File: src/rtl/weight_pkg.sv
// Shared types and constants for the weight-buffer load controller.
package weight_pkg;

  typedef enum logic [1:0] {IDLE, LOAD, DRAIN, DONE} wctrl_state_t;

  localparam int WORD_W         = 32;
  localparam int ELEMS_PER_WORD = 2;
  localparam int CREDIT_W       = $clog2(ELEMS_PER_WORD + 1);

endpackage

File: src/rtl/wb_occupancy_cnt.sv
// Buffer occupancy in elements: up by the credit of an accepted word, down by
// one per pop, with the full/empty compares the handshake logic needs.
module wb_occupancy_cnt
  import weight_pkg::*;
#(
  parameter int BUF_ELEMS = 14,
  parameter int CNT_W     = 16
) (
  input  logic                clk,
  input  logic                rst,
  input  logic                wr_en,
  input  logic [CREDIT_W-1:0] wr_credit,
  input  logic                rd_en,
  output logic [CNT_W-1:0]    occ,
  output logic                full,
  output logic                empty
);

  logic [CNT_W-1:0] occ_q, occ_d;

  always_comb begin
    occ_d = occ_q;
    if (wr_en) occ_d = occ_d + CNT_W'(wr_credit);
    if (rd_en) occ_d = occ_d - CNT_W'(1);
  end

  always_ff @(posedge clk) begin
    if (rst) occ_q <= '0;
    else     occ_q <= occ_d;
  end

  // "full" means another whole word might not fit, not that the buffer is at capacity.
  assign full  = occ_q > CNT_W'(BUF_ELEMS - ELEMS_PER_WORD);
  assign empty = occ_q == '0;
  assign occ   = occ_q;

  a_no_overflow:  assert property (@(posedge clk) disable iff (rst) occ_q <= CNT_W'(BUF_ELEMS));
  a_no_underflow: assert property (@(posedge clk) disable iff (rst) rd_en |-> !empty);

endmodule

File: src/rtl/weight_buf_ctrl.sv
// Sequences one weight-load job: AXI words into the weight buffer, elements
// out to the PE array under back-pressure, and a done pulse at the end.
module weight_buf_ctrl
  import weight_pkg::*;
#(
  parameter int DATA_WIDTH = 16,
  parameter int BUF_ELEMS  = 14,
  parameter int CNT_W      = 16
) (
  input  logic                                 clk,
  input  logic                                 rst,
  input  logic                                 start,
  input  logic [CNT_W-1:0]                     num_weights,
  input  logic                                 s_valid,
  input  logic [ELEMS_PER_WORD*DATA_WIDTH-1:0] s_data,
  output logic                                 s_ready,
  output logic                                 buf_fifo_en,
  output logic [ELEMS_PER_WORD*DATA_WIDTH-1:0] buf_data_in,
  output logic                                 buf_out_en,
  output logic                                 buf_rst_n,
  input  logic                                 pe_ready,
  output logic                                 weight_valid,
  output logic                                 busy,
  output logic                                 done
);

  wctrl_state_t     state_q, state_d;
  logic [CNT_W-1:0] total_q, total_d;
  logic [CNT_W-1:0] words_left_q, words_left_d;
  logic [CNT_W-1:0] sent_q, sent_d;
  logic             wv_q, wv_d;

  logic [CNT_W-1:0]    occ;
  logic                full, empty;
  logic                accept, pop, odd_tail;
  logic [CREDIT_W-1:0] credit;
  logic [CNT_W-1:0]    words_init;

  // Rounded-up halving done one bit wider so num_weights = all-ones cannot wrap.
  assign words_init = CNT_W'(({1'b0, num_weights} + (CNT_W+1)'(1)) >> 1);

  assign s_ready  = (state_q == LOAD) && (words_left_q != '0) && !full;
  assign accept   = s_valid && s_ready;
  assign odd_tail = (words_left_q == CNT_W'(1)) && total_q[0];
  assign credit   = odd_tail ? CREDIT_W'(1) : CREDIT_W'(ELEMS_PER_WORD);
  assign pop      = ((state_q == LOAD) || (state_q == DRAIN)) && !empty &&
                    pe_ready && (sent_q < total_q);

  always_comb begin
    state_d      = state_q;
    total_d      = total_q;
    words_left_d = words_left_q;
    sent_d       = sent_q;
    wv_d         = pop;
    if (pop) sent_d = sent_q + CNT_W'(1);
    unique case (state_q)
      IDLE: begin
        if (start) begin
          if (num_weights != '0) begin
            state_d      = LOAD;
            total_d      = num_weights;
            words_left_d = words_init;
            sent_d       = '0;
          end else begin
            state_d = DONE;
          end
        end
      end
      LOAD: begin
        if (accept) begin
          words_left_d = words_left_q - CNT_W'(1);
          if (words_left_q == CNT_W'(1)) state_d = DRAIN;
        end
      end
      DRAIN: if (sent_q == total_q) state_d = DONE;
      DONE:  state_d = IDLE;
    endcase
  end

  always_ff @(posedge clk) begin
    if (rst) begin
      state_q      <= IDLE;
      total_q      <= '0;
      words_left_q <= '0;
      sent_q       <= '0;
      wv_q         <= 1'b0;
    end else begin
      state_q      <= state_d;
      total_q      <= total_d;
      words_left_q <= words_left_d;
      sent_q       <= sent_d;
      wv_q         <= wv_d;
    end
  end

  wb_occupancy_cnt #(
    .BUF_ELEMS (BUF_ELEMS),
    .CNT_W     (CNT_W)
  ) u_occ (
    .clk       (clk),
    .rst       (rst),
    .wr_en     (accept),
    .wr_credit (credit),
    .rd_en     (pop),
    .occ       (occ),
    .full      (full),
    .empty     (empty)
  );

  assign buf_fifo_en  = accept;
  assign buf_data_in  = s_data;
  assign buf_out_en   = pop;
  assign buf_rst_n    = ~rst;
  assign weight_valid = wv_q;
  assign busy         = (state_q == LOAD) || (state_q == DRAIN);
  assign done         = (state_q == DONE);

  a_occ_bound: assert property (@(posedge clk) disable iff (rst) occ <= CNT_W'(BUF_ELEMS));

endmodule

File: config.mk
export PLATFORM = sky130hd
export DESIGN_NAME = weight_buf_ctrl
export DESIGN_NICKNAME = d
export VERILOG_FILES = /design/src/rtl/weight_pkg.sv /design/src/rtl/wb_occupancy_cnt.sv /design/src/rtl/weight_buf_ctrl.sv
export SDC_FILE = /design/constraint.sdc
export NUM_CORES = 1
export LEC_CHECK = 0
export BUFFER_PORTS_ARGS = -buffer_cell sky130_fd_sc_hd__buf_2
export CORE_UTILIZATION = 40
export CTS_BUF_LIST = sky130_fd_sc_hd__clkbuf_16
export DETAILED_ROUTE_END_ITERATION = 10
export PLACE_DENSITY = 0.58
export SYNTH_ARGS = -nofsm -noshare
export SYNTH_HDL_FRONTEND = slang
export SYNTH_SLANG_ARGS = --single-unit
File: constraint.sdc
create_clock -name clk -period 6.85 [get_ports clk]
set_input_delay 0.3425 -clock clk [delete_from_list [all_inputs] [get_ports clk]]
set_output_delay 0.3425 -clock clk [all_outputs]
set_load 0.005 [all_outputs]
==> results of run 1 <==
==> power by group through the flow <==
stage / Sequential, mW / Clock [mW] / Combinational, mW
global placement: 0.607 / 0 / 0.989
CTS: 0.605 / 0.541 / 1.01
finish: 0.607 / 0.533 / 1.00
global route: 0.624 / 0.560 / 1.13
floorplan: 0.577 / 0 / 0.810
detailed placement: 0.613 / 0 / 1.00
==> worst min-delay path, cell delays in order <==
cell,delay [ns]
buf_2,0.13
mux2i_1,0.08
nor2_1,0.08
==> cell type report <==
cell class / instances / area share, %
clock buffers: 9 / 4.74
clock inverters: 7 / 2.48
inverters: 31 / 2.50
multi-input cells: 387 / 54.8
flip-flops and latches: 67 / 28.2
well taps: 136 / 3.58
repair buffers: 32 / 3.63
==> sequential cells by signal (all words and copies together), names as in the netlist <==
name / flops
sent_q: 16
total_q: 16
u_occ.occ: 16
words_left_q: 16
state_q: 2
weight_valid: 1
==> worst max-delay path by stage <==
stage | endpoint | slack (ns) | cells past startpoint
floorplan | u_occ.occ[4] | 3.58 | 13
global placement | u_occ.occ[9] | 3.24 | 13
detailed placement | u_occ.occ[4] | 3.13 | 12
CTS | u_occ.occ[4] | 3.12 | 12
global route | u_occ.occ[9] | 2.81 | 13
finish | u_occ.occ[4] | 3.12 | 12
==> layer usage <==
| metal | track usage, % | vias up | part of all wire, % |
|---|---|---|---|
| li1 | - | 1839 | - |
| met1 | 25.1 | 1723 | 48 |
| met2 | 30.5 | 68 | 47 |
| met3 | 4.07 | 13 | 3.8 |
| met4 | 5.97 | 0 | 1.2 |
| met5 | 0 | - | 0 |
==> metrics by stage <==
| step | instances | hold slack (ns) |
|---|---|---|
| floorplan | 541 | 0.450 |
| global placement | 653 | 0.457 |
| detailed placement | 653 | 0.483 |
| CTS | 669 | 0.326 |
| global route | 669 | 0.355 |
| finish | 669 | 0.334 |
==> kinds of logic (layout without fill, tap and decap cells) <==
logic type               after synthesis  in the layout  synth area share [%]
AO/OA/AOI/OAI                         81             81                  12.8
XOR/XNOR                              39             39                  7.78
adder cells (fa/ha/maj)               31             31                  9.00
buffers and inverters                 87             79                  10.2
flip-flops                            67             67                  30.5
multiplexers                          24             24                  5.50
AND/OR/NAND/NOR                      212            212                  24.2
==> layout by cell type (no fill, tap or decap), types with 3 or more instances in the layout <==
cell type	n
a211oi_1	9
a21oi_1	19
a22oi_1	8
and3_1	11
buf_2	27
buf_4	5
bufinv_16	3
clkbuf_16	9
dfxtp_1	67
ha_1	30
inv_1	31
mux2i_1	23
nand2_1	52
nand2b_1	5
nand3_1	14
nand4_1	17
nor2_1	67
nor2b_1	3
nor3_1	6
nor4_1	8
o211ai_1	7
o21ai_0	18
o22ai_1	5
or4_1	11
xnor2_1	10
xor2_1	29
==> flow_metrics.py, run 1 <==
metrics = {
    "power": {
        "clkPwrFrac_pct": 24.9,
        "p_total_mw": 2.14,
        "p_leak_nw": 1.94,
        "power.switching_mw": 0.882,
        "power_frac_comb_pct": 46.8,
        "power_density_nw_per_um2": 451,
        "ir_worst_vdd_uv": 188,
        "sw_frac_of_total_pct": 41.1,
        "seq_power_share_pct": 28.3,
        "internal_power_mw": 1.26,
    },
    "floorplan": {
        "start_util_pct": 42.0,
        "io_pins": 92,
        "fp.dieW_um": 107,
        "row_count": 37,
        "die-area_sq_um": 11400,
        "core_sq_um": 10500,
        "die_height_um": 107,
    },
    "placed_design": {
        "gp_congestion": 0.801,
        "post-place-ws_ns": 3.13,
        "place_hpwl_um": 7360,
        "placed_cell_area_sq_um": 4410,
        "io_buffer_count": 27,
    },
    "layout": {
        "fill_cells": 1071,
        "nets": 612,
        "drive_gt1_share_pct": 11.4,
        "final_area_sq_um": 4750,
        "syn_to_final_growth_pct": 8.18,
        "seqCellArea_sq_um": 1340,
        "antennaDiodeCount": 0,
        "final_util_pct": 45.4,
        "multiInputGateArea_sq_um": 2610,
    },
    "sta": {
        "finalSetupTns_ns": 0,
        "fin_crit_sh_pct": 54.5,
        "rsz0062_at_grt": "no",
        "fmax_mhz": 268,
        "finalHoldViolCount": 0,
        "setup_ws_ns": 3.12,
        "slew_violations": 0,
        "final-setup-viol-count": 0,
        "tightestPinTransition_ns": 0.759,
        "period_needed_ns": 3.73,
        "timing.slew.headroom_pct": 48.9,
        "clock_skew_ns": 0.00730,
    },
    "clock_network": {
        "htree_num_levels": 3,
        "ctsHoldBuffers": 0,
        "clk_latency_ns": 0.33,
        "post_cts_buffers": 0,
        "path_clk_slew_ns": 0.06,
        "post_cts_resized": 0,
        "cts.path.max_buffers": 2,
        "cts_tree": "built",
        "clock-root-buffer": "clkbuf_16",
        "clock_sinks": 67,
        "cts_buffers": 9,
    },
    "synth": {
        "synth_cells": 541,
        "synthTopCellsByArea": "dfxtp_1 (31%), ha_1 (8.5%), xor2_1 (5.8%)",
        "synth_edf_count": 0,
        "syn-num-nets": 625,
        "async_flop_share_pct": 0,
        "synthFlopType": "dfxtp_1",
        "yosys_warnings": 0,
        "synth-seq-cells": 67,
        "ys_types": 53,
        "synth_top_cells_by_count": "dfxtp_1 (67), nor2_1 (67), nand2_1 (52)",
        "syn-cell-area_sq_um": 4390,
        "ys_seq_area_share_pct": 30.5,
        "avgSynthCellArea_sq_um": 8.12,
        "synth_top_cell_by_area": "dfxtp_1",
        "synth_top_area_share_pct": 30.5,
    },
    "setup_path": {
        "worst-setup-path-type": "flop to flop",
        "cp_max_fo": 8,
        "critPathBufInv": 1,
        "ff2ff_path_depth": 12,
        "cp_top_family": "simple AND/OR/NAND/NOR gates",
        "cp-start-kind": "flop",
        "end_kind": "flop",
        "crit_path_max_incr_delay_ns": 0.56,
        "crit_chain": "or4_1, nor3_1, nor3b_1, nand3_1, inv_1, ha_1, fa_1, mux2i_1, ha_1, nand3_1, xor2_1, o41ai_1",
        "timing.rr.end": "u_occ.occ[4]",
        "reg2reg_from": "words_left_q[4]",
        "cp.required_ns": 7.06,
        "reg2reg_slack_ns": 3.12,
        "critPathLaunch": "words_left_q[4]",
        "cp.arrival_ns": 3.94,
        "critPathSlowestCell": "or4_1",
    },
    "grt": {
        "grt_pass1_vias": 3529,
        "grt_pass1_wl_um": 17100,
        "antenna_found_initial": 0,
        "grt_max_degree": 57,
        "track_usage_pct": 18.9,
        "grt_overflow": 0,
    },
    "min_path": {
        "hp-start": "num_weights[4]",
        "hold_path_class": "input pin to flop",
        "whs_path_depth": 3,
        "min_delay_worst_endpoint": "total_q[4]",
    },
    "drt": {
        "dr.pass1.iters": 4,
        "drt_iter0_drc": 127,
        "drc": 0,
        "wl_per_cell_um": 15.1,
        "totalWireLength_um": 10100,
        "num_vias": 3643,
        "avgViaCountPerCell": 5.45,
        "antenna_left": 0,
    },
    "job": {
        "maxCapViolations": 0,
    },
    "run_status": {
        "status": "finished, final reports clean",
    },
}
(Power assumes the default switching activity.)
==> run 2: changes to the inputs <==
--- a/config.mk
+++ b/config.mk
@@ -9,7 +9,7 @@
 export CORE_UTILIZATION = 40
 export CTS_BUF_LIST = sky130_fd_sc_hd__clkbuf_16
 export DETAILED_ROUTE_END_ITERATION = 10
-export PLACE_DENSITY = 0.58
+export PLACE_DENSITY = 0.61
 export SYNTH_ARGS = -nofsm -noshare
 export SYNTH_HDL_FRONTEND = slang
 export SYNTH_SLANG_ARGS = --single-unit
==> constraint.sdc (replaced) <==
create_clock -name clk -period 3.1 [get_ports clk]
set_input_delay 0.155 -clock clk [delete_from_list [all_inputs] [get_ports clk]]
set_output_delay 0.155 -clock clk [all_outputs]
set_load 0.005 [all_outputs]
==> flow_metrics.py, run 2 (synthesized netlist as in run 1, its figures left out) <==
metrics = {
    "run_status": {
        "status": "finished, violations left",
        "violations": "setup timing",
    },
    "sta": {
        "rsz0062_at_grt": "yes",
        "tightestPinTransition_ns": 0.602,
        "slew_violations": 0,
        "finalHoldViolCount": 0,
        "clock_skew_ns": 0.00376,
        "period_needed_ns": 3.10,
        "fin_crit_sh_pct": 100,
        "final-setup-viol-count": 1,
        "setup_ws_ns": -0.000887,
        "timing.slew.headroom_pct": 59.5,
        "fmax_mhz": 322,
    },
    "placed_design": {
        "io_buffer_count": 27,
        "post-place-ws_ns": -0.100,
        "place_hpwl_um": 7760,
        "gp_congestion": 0.862,
        "dp.cells": 667,
    },
    "setup_path": {
        "crit_chain": "or4_4, nor3_4, nor3b_4, nand3_2, ha_1, a21oi_2, nand4_1, buf_4, a2111oi_4, nand3b_2, o31ai_2, a21oi_1",
        "cp-start-kind": "flop",
        "cp_max_fo": 3,
        "ff2ff_path_depth": 12,
        "cp_top_family": "simple AND/OR/NAND/NOR gates",
        "path_depth": 12,
        "critPathBufInv": 1,
        "crit_path_max_incr_delay_ns": 0.55,
        "end_kind": "flop",
        "worst-setup-path-type": "flop to flop",
        "critPathSlowestCell": "or4_4",
        "cp.arrival_ns": 3.31,
        "cp.required_ns": 3.31,
    },
    "min_path": {
        "whs_path_depth": 3,
        "hold_path_class": "input pin to flop",
    },
    "layout": {
        "seqCellArea_sq_um": 1340,
        "syn_to_final_growth_pct": 11.2,
        "drive_gt1_share_pct": 16.5,
        "final_util_pct": 46.7,
        "final_common_cell": "nor2_1",
        "instances_no_fill": 689,
        "mostFrequentLayoutCells": "nor2_1 (67), dfxtp_1 (66), nand2_1 (51), xor2_1 (29)",
        "fill_cells": 1054,
        "multiInputGateArea_sq_um": 2670,
        "nets": 633,
        "antennaDiodeCount": 0,
    },
    "drt": {
        "antenna_left": 0,
        "drt_iter0_drc": 161,
        "dr.pass1.iters": 4,
        "avgViaCountPerCell": 5.50,
        "drc": 0,
        "totalWireLength_um": 10400,
        "num_vias": 3788,
        "wl_per_cell_um": 15.1,
    },
    "clock_network": {
        "ctsHoldBuffers": 0,
        "clk_latency_ns": 0.33,
        "cts.path.max_buffers": 2,
        "clock-root-buffer": "clkbuf_16",
        "cts_buffers": 9,
        "htree_num_levels": 3,
        "clock_sinks": 67,
        "cts_tree": "built",
        "path_clk_slew_ns": 0.05,
    },
    "grt": {
        "grt_overflow": 0,
        "track_usage_pct": 19.3,
        "grt_pass1_wl_um": 17200,
        "antenna_found_initial": 0,
        "grt_max_degree": 37,
        "grt_pass1_vias": 3545,
    },
    "power": {
        "power_frac_comb_pct": 53.1,
        "clkPwrFrac_pct": 18.5,
        "internal_power_mw": 2.72,
        "p_leak_nw": 2.01,
        "power.switching_mw": 1.99,
        "seq_power_share_pct": 28.3,
        "p_total_mw": 4.72,
        "power_density_nw_per_um2": 966,
        "sw_frac_of_total_pct": 42.3,
        "ir_worst_vdd_uv": 469,
    },
    "floorplan": {
        "io_pins": 92,
        "fp.dieW_um": 107,
        "row_count": 37,
        "start_util_pct": 42.0,
        "die_height_um": 107,
        "core_sq_um": 10500,
        "die-area_sq_um": 11400,
    },
    "job": {
        "maxCapViolations": 0,
    },
}
==> run 2: worst paths after layout <==
path,startpoint,slack (ns),endpoint
worst min register to register,total_q[6],0.49,total_q[6]
worst max register to register,words_left_q[6],-0.0009,u_occ.occ[9]
worst min-delay path,num_weights[0],0.12,total_q[0]
worst max-delay path,words_left_q[6],-0.0009,u_occ.occ[9]
==> run 2: per-layer routing <==
layer | vias up | global-route usage, % | part of all wire (%)
li1 | 1883 | - | -
met1 | 1791 | 24.3 | 45
met2 | 79 | 31.0 | 47
met3 | 35 | 4.07 | 3.8
met4 | 0 | 9.69 | 3.3
met5 | - | 0 | 0
==> run 2: repair_timing <==
item                       4_1_cts  5_1_grt
pin swaps                        4        8
setup endpoints to repair       11       15
gates resized for setup          6        9
setup buffers                    4        3
hold endpoints to repair         0        0
==> run 2: worst min-delay path: cells and delay by family <==
kind                   cells  cell delay [ns]
multiplexers               1             0.07
buffers and inverters      1             0.11
AND/OR/NAND/NOR            1             0.08
==> run 2: layout make-up <==
| type | instances | area share, % |
|---|---|---|
| multi-input combinational | 387 | 54.7 |
| timing repair buffer | 53 | 6.77 |
| clock buffer | 9 | 4.61 |
| sequential | 67 | 27.5 |
| tap | 136 | 3.49 |
| clock inverter | 6 | 0.487 |
| inverter | 31 | 2.43 |
==> run 2: power groups by stage <==
stage	sequential, mW	combinational, mW	clock [mW]
floorplan	1.28	1.81	0
global placement	1.33	2.32	0
detailed placement	1.34	2.37	0
CTS	1.32	2.45	0.906
global route	1.37	2.79	0.941
finish	1.34	2.51	0.874
==> run 2: through the flow <==
step | TNS (ns) | instance area (sq um) | hold slack (ns)
CTS | -0.133 | 4830 | 0.106
global route | -1.17 | 4880 | 0.151
finish | -0.000887 | 4880 | 0.123
floorplan | 0 | 4400 | 0.302
global placement | 0 | 4520 | 0.310
detailed placement | -0.487 | 4520 | 0.310
==> run 3: changes to the inputs <==
--- a/config.mk
+++ b/config.mk
@@ -10,6 +10,7 @@
 export CTS_BUF_LIST = sky130_fd_sc_hd__clkbuf_16
 export DETAILED_ROUTE_END_ITERATION = 10
 export PLACE_DENSITY = 0.61
+export SETUP_SLACK_MARGIN = 0.02
 export SYNTH_ARGS = -nofsm -noshare
 export SYNTH_HDL_FRONTEND = slang
 export SYNTH_SLANG_ARGS = --single-unit
==> flow_metrics.py, run 3 (synthesized netlist as in run 1, its figures left out) <==
metrics = {
    "run_status": {
        "status": "finished, violations left",
        "violations": "setup timing",
    },
    "floorplan": {
        "start_util_pct": 42.0,
        "die-area_sq_um": 11400,
        "row_count": 37,
        "core_sq_um": 10500,
        "io_pins": 92,
        "die_height_um": 107,
        "fp.dieW_um": 107,
    },
    "clock_network": {
        "cts_buffers": 9,
        "cts_tree": "built",
        "clk_latency_ns": 0.33,
        "cts.path.max_buffers": 2,
        "path_clk_slew_ns": 0.07,
        "clock_sinks": 67,
        "htree_num_levels": 3,
        "clock-root-buffer": "clkbuf_16",
    },
    "placed_design": {
        "gp_congestion": 0.797,
        "placed_cell_area_sq_um": 4590,
        "place_hpwl_um": 7710,
        "io_buffer_count": 27,
    },
    "layout": {
        "antennaDiodeCount": 0,
        "fill_cells": 1053,
        "drive_gt1_share_pct": 18.0,
        "syn_to_final_growth_pct": 14.1,
        "nets": 639,
        "final_common_cell": "nor2_1",
        "final_area_sq_um": 5010,
        "mostFrequentLayoutCells": "nor2_1 (67), dfxtp_1 (66), nand2_1 (51), buf_4 (31)",
    },
    "power": {
        "power_density_nw_per_um2": 1000,
        "p_leak_nw": 2.07,
        "p_total_mw": 5.01,
        "ir_worst_vdd_uv": 381,
    },
    "setup_path": {
        "cp_max_fo": 3,
        "crit_top_cell": "mux2i_1",
        "end_kind": "flop",
        "worst-setup-path-type": "flop to flop",
        "crit_path_max_incr_delay_ns": 0.55,
        "critPathBufInv": 1,
        "crit_chain": "or4_4, nor3_4, nor3b_4, nand3_2, inv_2, ha_4, fa_1, mux2i_1, ha_2, and4_1, mux2i_1, o41ai_2",
        "cp_top_family": "simple AND/OR/NAND/NOR gates",
        "cp.required_ns": 3.31,
        "cp-start-kind": "flop",
        "cp.arrival_ns": 3.40,
        "critPathSlowestCell": "or4_4",
    },
    "drt": {
        "num_vias": 3719,
        "avgViaCountPerCell": 5.34,
        "dr.pass1.iters": 4,
        "antenna_left": 0,
        "wl_per_cell_um": 15.1,
        "drt_iter0_drc": 219,
        "drc": 0,
        "totalWireLength_um": 10500,
    },
    "sta": {
        "whs_ns": 0.140,
        "finalHoldViolCount": 0,
        "setup_ws_ns": -0.0895,
        "final-setup-viol-count": 4,
        "fmax_mhz": 314,
        "clock_skew_ns": 0.0108,
        "period_needed_ns": 3.19,
        "tightestPinTransition_ns": 0.559,
        "slew_violations": 0,
        "finalSetupTns_ns": -0.142,
        "rsz0062_at_grt": "yes",
        "fin_crit_sh_pct": 103,
        "timing.slew.headroom_pct": 62.4,
    },
    "grt": {
        "grt_pass1_vias": 3590,
        "grt_overflow": 0,
        "grt_pass1_wl_um": 17400,
        "grt_max_degree": 40,
        "track_usage_pct": 19.2,
        "antenna_found_initial": 0,
    },
    "job": {
        "maxCapViolations": 0,
    },
    "min_path": {
        "hold_path_class": "input pin to flop",
    },
}
## run 3: cell types whose count changed in the layout (fill, tap and decap cells not counted), moves of 2 or more
cell	before	now
buf_4	26	31
clkinv_1	5	0
inv_6	0	3
bufinv_16	0	2
## run 3: final timing paths
kind	start	to	slack [ns]	cells after the start
max reg2reg	words_left_q[5]	u_occ.occ[4]	-0.09	12
min reg2reg	u_occ.occ[9]	u_occ.occ[9]	0.49	2
min	num_weights[1]	total_q[1]	0.14	3
max	words_left_q[5]	u_occ.occ[4]	-0.09	12
## run 3: per-stage QoR
step	worst slack (ns)	cells	utilization, %
6_report	-0.0895	696	47.9
3_5_place_dp	-0.186	674	43.9
2_1_floorplan	0.0194	541	-
3_3_place_gp	-0.0684	674	43.9
5_1_grt	-0.257	696	47.9
4_1_cts	-0.0752	691	47.3
## run 3: worst min-delay path, stage by stage
cell,delay [ns]
buf_2,0.12
mux2i_1,0.08
nor2_1,0.07
## run 3: layer usage
metal / track usage (%) / wire length [um] / up-vias
met5: 0 / 0 / -
met3: 3.40 / 379 / 31
met1: 24.6 / 4820 / 1731
li1: - / - / 1899
met2: 31.1 / 5040 / 58
met4: 9.59 / 242 / 0
## run 3: where the power goes
group          switching [mW]  total (mW)  internal (mW)
combinational            1.43        2.57           1.14
sequential              0.223        1.32           1.09
clock                   0.414        1.13          0.711
## run 3: layout make-up
| type | count | area [sq um] | share of cell area, % |
|---|---|---|---|
| Multi-Input combinational cell | 387 | 2680 | 53.4 |
| Clock inverter | 7 | 98.8 | 1.97 |
| Inverter | 31 | 119 | 2.37 |
| Sequential cell | 67 | 1340 | 26.8 |
| Timing Repair Buffer | 59 | 379 | 7.57 |
| Clock buffer | 9 | 225 | 4.49 |
| Tap cell | 136 | 170 | 3.40 |
## run 3: what timing repair did
item,in CTS,in global routing
pin swaps,8,4
hold buffers,0,0
gates resized for setup,5,5
endpoints found under the setup margin,15,17
buffers inserted,2,5
